==> config.mk <==
export PLATFORM = sky130hd
export DESIGN_NAME = the_ffm
export DESIGN_NICKNAME = d
export VERILOG_FILES = /design/src/rtl/the_ffm.sv
export SDC_FILE = /design/constraint.sdc
export NUM_CORES = 2
export LEC_CHECK = 0
export ABC_AREA = 1
export BUFFER_PORTS_ARGS = -buffer_cell sky130_fd_sc_hd__buf_2
export CELL_PAD_IN_SITES_DETAIL_PLACEMENT = 0
export CELL_PAD_IN_SITES_GLOBAL_PLACEMENT = 1
export CORE_MARGIN = 4
export CORE_UTILIZATION = 36
export CTS_CLUSTER_SIZE = 24
export DETAILED_ROUTE_END_ITERATION = 7
export PLACE_DENSITY_LB_ADDON = 0.1
export SLEW_MARGIN = 20
export SYNTH_ARGS = -nofsm -noshare
export SYNTH_HDL_FRONTEND = slang
export SYNTH_SLANG_ARGS = --single-unit
==> constraint.sdc <==
create_clock -name clk80 -period 9.1 [get_ports clk80]
set_input_delay 1.365 -clock clk80 [delete_from_list [all_inputs] [get_ports clk80]]
set_output_delay 1.365 -clock clk80 [all_outputs]
set_load 0.01 [all_outputs]
==> src/rtl/the_ffm.sv <==
// the_ffm: four-channel UART telemetry collector for the Orbita serial line.
// Every poll period the four sensor UARTs are asked for data (dRX pulse), up to NBYTES bytes per
// channel are collected, and at the next poll tick the collected bytes are sent as one frame:
// ORB_HDR followed by ch1..ch4 fields, every byte MSB first, each bit held ORB_DIV cycles.
// Optional build macro SYNC_CHECK_EN: a channel whose bytes 0, 5 and 10 are not all 8'h55 is sent
// as all zeros. Without it, bytes are sent unchecked.
// BAUD_DIV and ORB_DIV must be at least 2; NBYTES must be at least 11 when SYNC_CHECK_EN is set.
module the_ffm #(
    parameter int unsigned POLL_DIV = 80000,
    parameter int unsigned REQ_LEN  = 80,
    parameter int unsigned BAUD_DIV = 16,
    parameter int unsigned NBYTES   = 15,
    parameter int unsigned ORB_DIV  = 25,
    parameter logic [7:0]  ORB_HDR  = 8'hE1
) (
    input  logic clk80,
    input  logic rst_n,
    input  logic UART1_RX,
    input  logic UART3_RX,
    input  logic UART4_RX,
    input  logic UART5_RX,
    output logic UART1_dRX,
    output logic UART3_dRX,
    output logic UART4_dRX,
    output logic UART5_dRX,
    output logic Orb_serial
);

    localparam int unsigned NCH   = 4;
    localparam int unsigned NSLOT = NCH * NBYTES;
    localparam int unsigned PW    = $clog2(POLL_DIV);
    localparam int unsigned RW    = $clog2(REQ_LEN + 1);
    localparam int unsigned BW    = $clog2(BAUD_DIV);
    localparam int unsigned CW    = $clog2(NBYTES + 1);
    // frame byte index: 0 is the header, 1..NSLOT are snapshot bytes
    localparam int unsigned SW    = $clog2(NSLOT + 1);
    localparam int unsigned OW    = $clog2(ORB_DIV);

    typedef enum logic [1:0] {RxIdle, RxStart, RxData, RxStop} rx_state_e;

    logic [NCH-1:0]        rx_in;
    logic [NCH-1:0]        armed_q;
    logic [NCH-1:0]        rx_ok;
    logic [NCH-1:0][7:0]   rx_byte;

    assign rx_in = {UART5_RX, UART4_RX, UART3_RX, UART1_RX};

    // ------------------------------------------------------------------ poll timing
    logic [PW-1:0] poll_q;
    logic          tick;

    assign tick = (poll_q == PW'(POLL_DIV - 1));

    // Free-running poll period counter; wraps on the tick
    always_ff @(posedge clk80) begin
        if (!rst_n) begin
            poll_q <= '0;
        end else if (tick) begin
            poll_q <= '0;
        end else begin
            poll_q <= poll_q + 1'b1;
        end
    end

    logic [RW-1:0] req_q;
    logic          drx_q;
    logic          drx_fall;

    // request pulse ends at this edge; receivers arm here
    assign drx_fall = drx_q && (req_q == '0) && !tick;

    // Data request pulse: high for exactly REQ_LEN cycles starting at the tick
    always_ff @(posedge clk80) begin
        if (!rst_n) begin
            drx_q <= 1'b0;
            req_q <= '0;
        end else if (tick) begin
            drx_q <= 1'b1;
            req_q <= RW'(REQ_LEN - 1);
        end else if (req_q != '0) begin
            req_q <= req_q - 1'b1;
        end else begin
            drx_q <= 1'b0;
        end
    end

    assign UART1_dRX = drx_q;
    assign UART3_dRX = drx_q;
    assign UART4_dRX = drx_q;
    assign UART5_dRX = drx_q;

    // ------------------------------------------------------------------ UART receivers
    for (genvar c = 0; c < NCH; c++) begin : g_rx
        // [0] first sync flop, [1] synchronised level, [2] previous synchronised level
        logic [2:0]    sync_q;
        rx_state_e     st_q;
        logic [BW-1:0] bcnt_q;
        logic [2:0]    bit_q;
        logic [7:0]    sh_q;

        // Start detect, half-bit recheck, mid-bit data sampling, stop-bit sampling
        always_ff @(posedge clk80) begin
            if (!rst_n) begin
                sync_q <= 3'b111;
                st_q   <= RxIdle;
                bcnt_q <= '0;
                bit_q  <= '0;
                sh_q   <= '0;
            end else begin
                sync_q <= {sync_q[1:0], rx_in[c]};
                unique case (st_q)
                    RxIdle: begin
                        if (armed_q[c] && sync_q[2] && !sync_q[1]) begin
                            st_q   <= RxStart;
                            bcnt_q <= '0;
                        end
                    end
                    RxStart: begin
                        if (bcnt_q == BW'(BAUD_DIV / 2 - 1)) begin
                            bcnt_q <= '0;
                            bit_q  <= '0;
                            st_q   <= sync_q[1] ? RxIdle : RxData;
                        end else begin
                            bcnt_q <= bcnt_q + 1'b1;
                        end
                    end
                    RxData: begin
                        if (bcnt_q == BW'(BAUD_DIV - 1)) begin
                            bcnt_q <= '0;
                            sh_q   <= {sync_q[1], sh_q[7:1]};
                            bit_q  <= bit_q + 1'b1;
                            if (bit_q == 3'd7) begin
                                st_q <= RxStop;
                            end
                        end else begin
                            bcnt_q <= bcnt_q + 1'b1;
                        end
                    end
                    RxStop: begin
                        if (bcnt_q == BW'(BAUD_DIV - 1)) begin
                            bcnt_q <= '0;
                            st_q   <= RxIdle;
                        end else begin
                            bcnt_q <= bcnt_q + 1'b1;
                        end
                    end
                    default: st_q <= RxIdle;
                endcase
            end
        end

        // good byte: stop bit sampled high
        assign rx_ok[c]   = (st_q == RxStop) && (bcnt_q == BW'(BAUD_DIV - 1)) && sync_q[1];
        assign rx_byte[c] = sh_q;
    end

    // ------------------------------------------------------------------ receive buffer
    logic [NSLOT-1:0][7:0]  rx_buf_q;
    logic [NCH-1:0][CW-1:0] cnt_q;

    // Collect good bytes per channel; the tick clears everything and wins over a store
    always_ff @(posedge clk80) begin
        if (!rst_n) begin
            rx_buf_q <= '0;
            cnt_q    <= '0;
            armed_q  <= '0;
        end else if (tick) begin
            rx_buf_q <= '0;
            cnt_q    <= '0;
            armed_q  <= '0;
        end else begin
            for (int c = 0; c < NCH; c++) begin
                if (drx_fall) begin
                    armed_q[c] <= 1'b1;
                end else if (armed_q[c] && rx_ok[c]) begin
                    rx_buf_q[SW'(c * NBYTES) + SW'(cnt_q[c])] <= rx_byte[c];
                    cnt_q[c] <= cnt_q[c] + 1'b1;
                    if (cnt_q[c] == CW'(NBYTES - 1)) begin
                        armed_q[c] <= 1'b0;
                    end
                end
            end
        end
    end

    logic [NSLOT-1:0][7:0] snap_src;

    // Snapshot contents as they will be sent
    always_comb begin
        snap_src = rx_buf_q;
`ifdef SYNC_CHECK_EN
        for (int c = 0; c < NCH; c++) begin
            if (rx_buf_q[c * NBYTES] != 8'h55 || rx_buf_q[c * NBYTES + 5] != 8'h55 ||
                rx_buf_q[c * NBYTES + 10] != 8'h55) begin
                for (int b = 0; b < NBYTES; b++) begin
                    snap_src[c * NBYTES + b] = 8'h00;
                end
            end
        end
`endif
    end

    // ------------------------------------------------------------------ snapshot / serializer
    logic [NSLOT-1:0][7:0] tx_snap_q;
    logic [NSLOT-1:0][7:0] pend_q;
    logic                  pend_vld_q;
    logic                  snap_go_q;
    logic                  ser_busy_q;
    logic [SW-1:0]         byte_q;
    logic [2:0]            bit_q;
    logic [OW-1:0]         div_q;
    logic                  orb_q;
    logic                  ser_done;
    logic [7:0]            cur_byte;
    logic [7:0]            next_byte;

    assign ser_done = ser_busy_q && (div_q == OW'(ORB_DIV - 1)) && (bit_q == 3'd0) &&
                      (byte_q == SW'(NSLOT));

    // Snapshot load; a tick during a frame is parked until the frame ends (newest wins)
    always_ff @(posedge clk80) begin
        if (!rst_n) begin
            tx_snap_q  <= '0;
            pend_q     <= '0;
            pend_vld_q <= 1'b0;
            snap_go_q  <= 1'b0;
        end else begin
            snap_go_q <= 1'b0;
            if (tick) begin
                if ((ser_busy_q && !ser_done) || snap_go_q) begin
                    pend_q     <= snap_src;
                    pend_vld_q <= 1'b1;
                end else begin
                    tx_snap_q  <= snap_src;
                    pend_vld_q <= 1'b0;
                    snap_go_q  <= 1'b1;
                end
            end else if (ser_done && pend_vld_q) begin
                tx_snap_q  <= pend_q;
                pend_vld_q <= 1'b0;
                snap_go_q  <= 1'b1;
            end
        end
    end

    // Byte currently on the line and the one after it
    always_comb begin
        cur_byte  = ORB_HDR;
        next_byte = 8'h00;
        if (byte_q != '0) begin
            cur_byte = tx_snap_q[byte_q - 1'b1];
        end
        if (byte_q < SW'(NSLOT)) begin
            next_byte = tx_snap_q[byte_q];
        end
    end

    // Frame serializer: header then snapshot bytes, MSB first, ORB_DIV cycles per bit
    always_ff @(posedge clk80) begin
        if (!rst_n) begin
            ser_busy_q <= 1'b0;
            byte_q     <= '0;
            bit_q      <= '0;
            div_q      <= '0;
            orb_q      <= 1'b1;
        end else if (!ser_busy_q) begin
            orb_q <= 1'b1;
            if (snap_go_q) begin
                ser_busy_q <= 1'b1;
                byte_q     <= '0;
                bit_q      <= 3'd7;
                div_q      <= '0;
                orb_q      <= ORB_HDR[7];
            end
        end else if (div_q != OW'(ORB_DIV - 1)) begin
            div_q <= div_q + 1'b1;
        end else begin
            div_q <= '0;
            if (bit_q != 3'd0) begin
                bit_q <= bit_q - 1'b1;
                orb_q <= cur_byte[bit_q - 1'b1];
            end else if (byte_q == SW'(NSLOT)) begin
                ser_busy_q <= 1'b0;
                orb_q      <= 1'b1;
            end else begin
                byte_q <= byte_q + 1'b1;
                bit_q  <= 3'd7;
                orb_q  <= next_byte[7];
            end
        end
    end

    assign Orb_serial = orb_q;

endmodule

==> flow_summary.toml <==
[sta]
period_share_pct = 56.9
fin_skew_ps = 34.9
relSlewSlack_pct = 18.7
clock.fmax_mhz = 193
final-hold-violation-count = 0
setup_viol = 0
rsz0062_at_grt = "no"
fin_tns_setup_ps = 0
final.min_clock_period_ps = 5180
slew_violations = 0
worst_slew_pin_slew_ps = 1220

[die]
io_pins = 11
start_util_pct = 36.2
fp.dieW_um = 448
dieArea_um2 = 201000
rows = 161
core_area_um2 = 192000
dieHeight_um = 448

[power_and_ir_drop]
finalPower_w = 0.0148
ir_drop_uv = 197
p_leak_nw = 27.4
p_per_area_nw_per_um2 = 192

[finish]
fillers = 20100
drive_gt1_share_pct = 5.55
nNetsFinal = 9264
multiInputGateArea_um2 = 31000
final_util_pct = 40.1
seq_area_um2 = 31700
areaGrowthSynthToFinish_pct = 10.7
stdcell_count = 11900
layout_commonest_cell = "nand2_1"
final_cell_mix = "2053 x nand2_1, 1573 x dfxtp_1, 1129 x o21ai_0, 1054 x inv_1, 732 x nor2_1"

[global_route]
grt_pass1_vias = 59500
antenna_found_initial = 6
grt_util_all_layers_pct = 25.8
overflow = 0
grt_first_pass_wirelength_um = 395000
grt_max_degree = 234

[drt]
drc_errors = 0
drt_first_pass_iters = 6
dr_total_vias = 63300
ant_nets = 0
drt_wl_total_um = 262000
drt_iter0_drc = 5278
wl_per_cell_um = 22.1
vias_per_cell = 5.32

[critical_path]
path_max_fanout = 97
ff2ff_path_depth = 12
reg2reg_slack_ps = 3920
cp-start-kind = "flip-flop"
r2r_end = "pend_q[6]"
r2r-start = "byte_q[0]"
arrival_ps = 5900
required_ps = 9820
worst-setup-path-type = "flip-flop to flip-flop"
worst_setup_path_end_kind = "flip-flop"
setup.worst_path.start = "byte_q[0]"
critPathCapture = "pend_q[6]"

[synthesis]
synthCells = 9634
netlist_area_um2 = 69600
ys_seq_elements = 1583
synth_warnings = 0
synth-seq-area-share_pct = 45.5
synth_edf_count = 0
syn_area_per_cell_um2 = 7.23
yosysUniqueCellTypes = 56
synth_nets = 9678
synthArstFlopShare_pct = 0
synth-main-ff-cell = "dfxtp_1"

[clocking]
clock_path_buffers = 3
clkLatencyLatePin_ps = 840
hold_buffers = 0
htree_levels = 4
cts_resized = 0
cts_tree = "done"
cts_sinks = 1583
root_buffer = "clkbuf_16"
numCtsBuffers = 183
post_cts_buffers = 0
cts.reportedPaths.clkPinSlew_ps = 60

[status]
outcome = "finished clean"

[placement]
dp.final_hpwl_um = 157000
dp_cells = 11600
place_congestion = 0.848
io_buffers = 10

[run]
max-cap-violations = 0

[worst_hold_path]
holdPathStages = 1
hp-class = "flip-flop to flip-flop"
[cell usage after synthesis, drive strengths merged, types with 3 or more instances]
| master | count | share of area [%] |
|---|---|---|
| nand2 | 2078 | 11 |
| dfxtp | 1583 | 46 |
| o21ai | 1174 | 8.4 |
| inv | 1090 | 5.9 |
| nor2 | 765 | 4.2 |
| nand3 | 695 | 5.0 |
| a211oi | 579 | 6.2 |
| a21oi | 482 | 3.5 |
| clkbuf | 444 | 2.4 |
| buf | 257 | 1.9 |
| o211ai | 140 | 1.5 |
| a221oi | 109 | 1.4 |
| nor3 | 43 | 0.37 |
| ha | 38 | 0.68 |
| o221ai | 35 | 0.44 |
| a31oi | 34 | 0.31 |
| nand4 | 15 | 0.15 |
| or2 | 13 | 0.12 |
| xor2 | 10 | 0.13 |
| clkinv | 9 | 0.049 |
| o22ai | 8 | 0.072 |
| xnor2 | 6 | 0.075 |
| a22oi | 4 | 0.043 |
| nor4 | 4 | 0.066 |
| o211a | 4 | 0.057 |
| nor3b | 3 | 0.032 |
[how the worst min path moves through the flow]
stage	startpoint	endpoint	slack, ps
6_report	g_rx[0].sync_q[0]	g_rx[0].sync_q[1]	420
2_1_floorplan	g_rx[0].sync_q[0]	g_rx[0].sync_q[1]	390
3_3_place_gp	g_rx[3].sync_q[0]	g_rx[3].sync_q[1]	400
5_1_grt	g_rx[0].sync_q[0]	g_rx[0].sync_q[1]	430
4_1_cts	g_rx[0].sync_q[0]	g_rx[0].sync_q[1]	420
3_5_place_dp	g_rx[0].sync_q[0]	g_rx[0].sync_q[1]	400
[sequential cells by signal, summed over array words and instances, names as in the netlist, named ones only]
signal       flops
bit_q            3
rx_buf_q       480
g_rx.sh_q       32
pend_vld_q       1
snap_go_q        1
div_q            5
pend_q         480
poll_q          17
Orb_serial       1
req_q            7
UART1_dRX        1
cnt_q           16
ser_busy_q       1
g_rx.sync_q     12
g_rx.bit_q      12
tx_snap_q      480
g_rx.st_q        4
g_rx.bcnt_q     16
armed_q          4
byte_q           6
[critical path, cell delays in order (launching register included)]
cell	delay, ps
dfxtp_4	820
inv_6	430
ha_4	310
nand3_1	110
nor2_1	50
nand2_1	60
a21oi_1	90
nor2_4	120
buf_4	790
buf_4	960
buf_4	900
nor2_1	80
a211oi_1	200
[logic make-up (layout without fill, tap and decap cells)]
group                    after synthesis  count (layout)  share of synthesized area [%]
XOR/XNOR                              16              16                          0.201
AND/OR/NAND/NOR                     3619            3619                           21.4
buffers and inverters               1800            1527                           10.2
flip-flops                          1583            1583                           45.5
other                                  0               4                              0
AO/OA/AOI/OAI                       2578            2578                           22.1
adder cells (fa/ha/maj)               38              38                          0.683
[per-stage QoR]
stage          cell area (µm²)  setup slack, ps  hold WS [ps]
2_1_floorplan            69600             6030           393
3_3_place_gp             70900             3950           399
3_5_place_dp             70900             3910           403
4_1_cts                  77000             3850           417
5_1_grt                  77100             3430           430
6_report                 77100             3920           415
[final cells by class]
class / instances / area share (%)
sequential: 1583 / 41.1
clock inverter: 37 / 0.584
tap: 2526 / 4.10
multi-input combinational: 6251 / 40.2
antenna: 4 / 0.0130
clock buffer: 289 / 7.35
inverter: 1099 / 5.38
timing repair buffer: 102 / 1.22
[per-layer routing]
metal / vias to the layer above / track usage [%] / share of wire [%]
met3: 401 / 3.30 / 5.1
met4: 0 / 8.23 / 3.1
li1: 31200 / - / -
met2: 1662 / 40.8 / 44
met5: - / 0 / 0
met1: 30000 / 36.5 / 48
[report_power, final]
part / switching [W] / internal (W)
Clock: 0.00308 / 0.00445
Combinational: 0.000215 / 0.0000539
Sequential: 0.0000164 / 0.00695
Total: 0.00331 / 0.0115
Power figures use the tool's default switching activity.
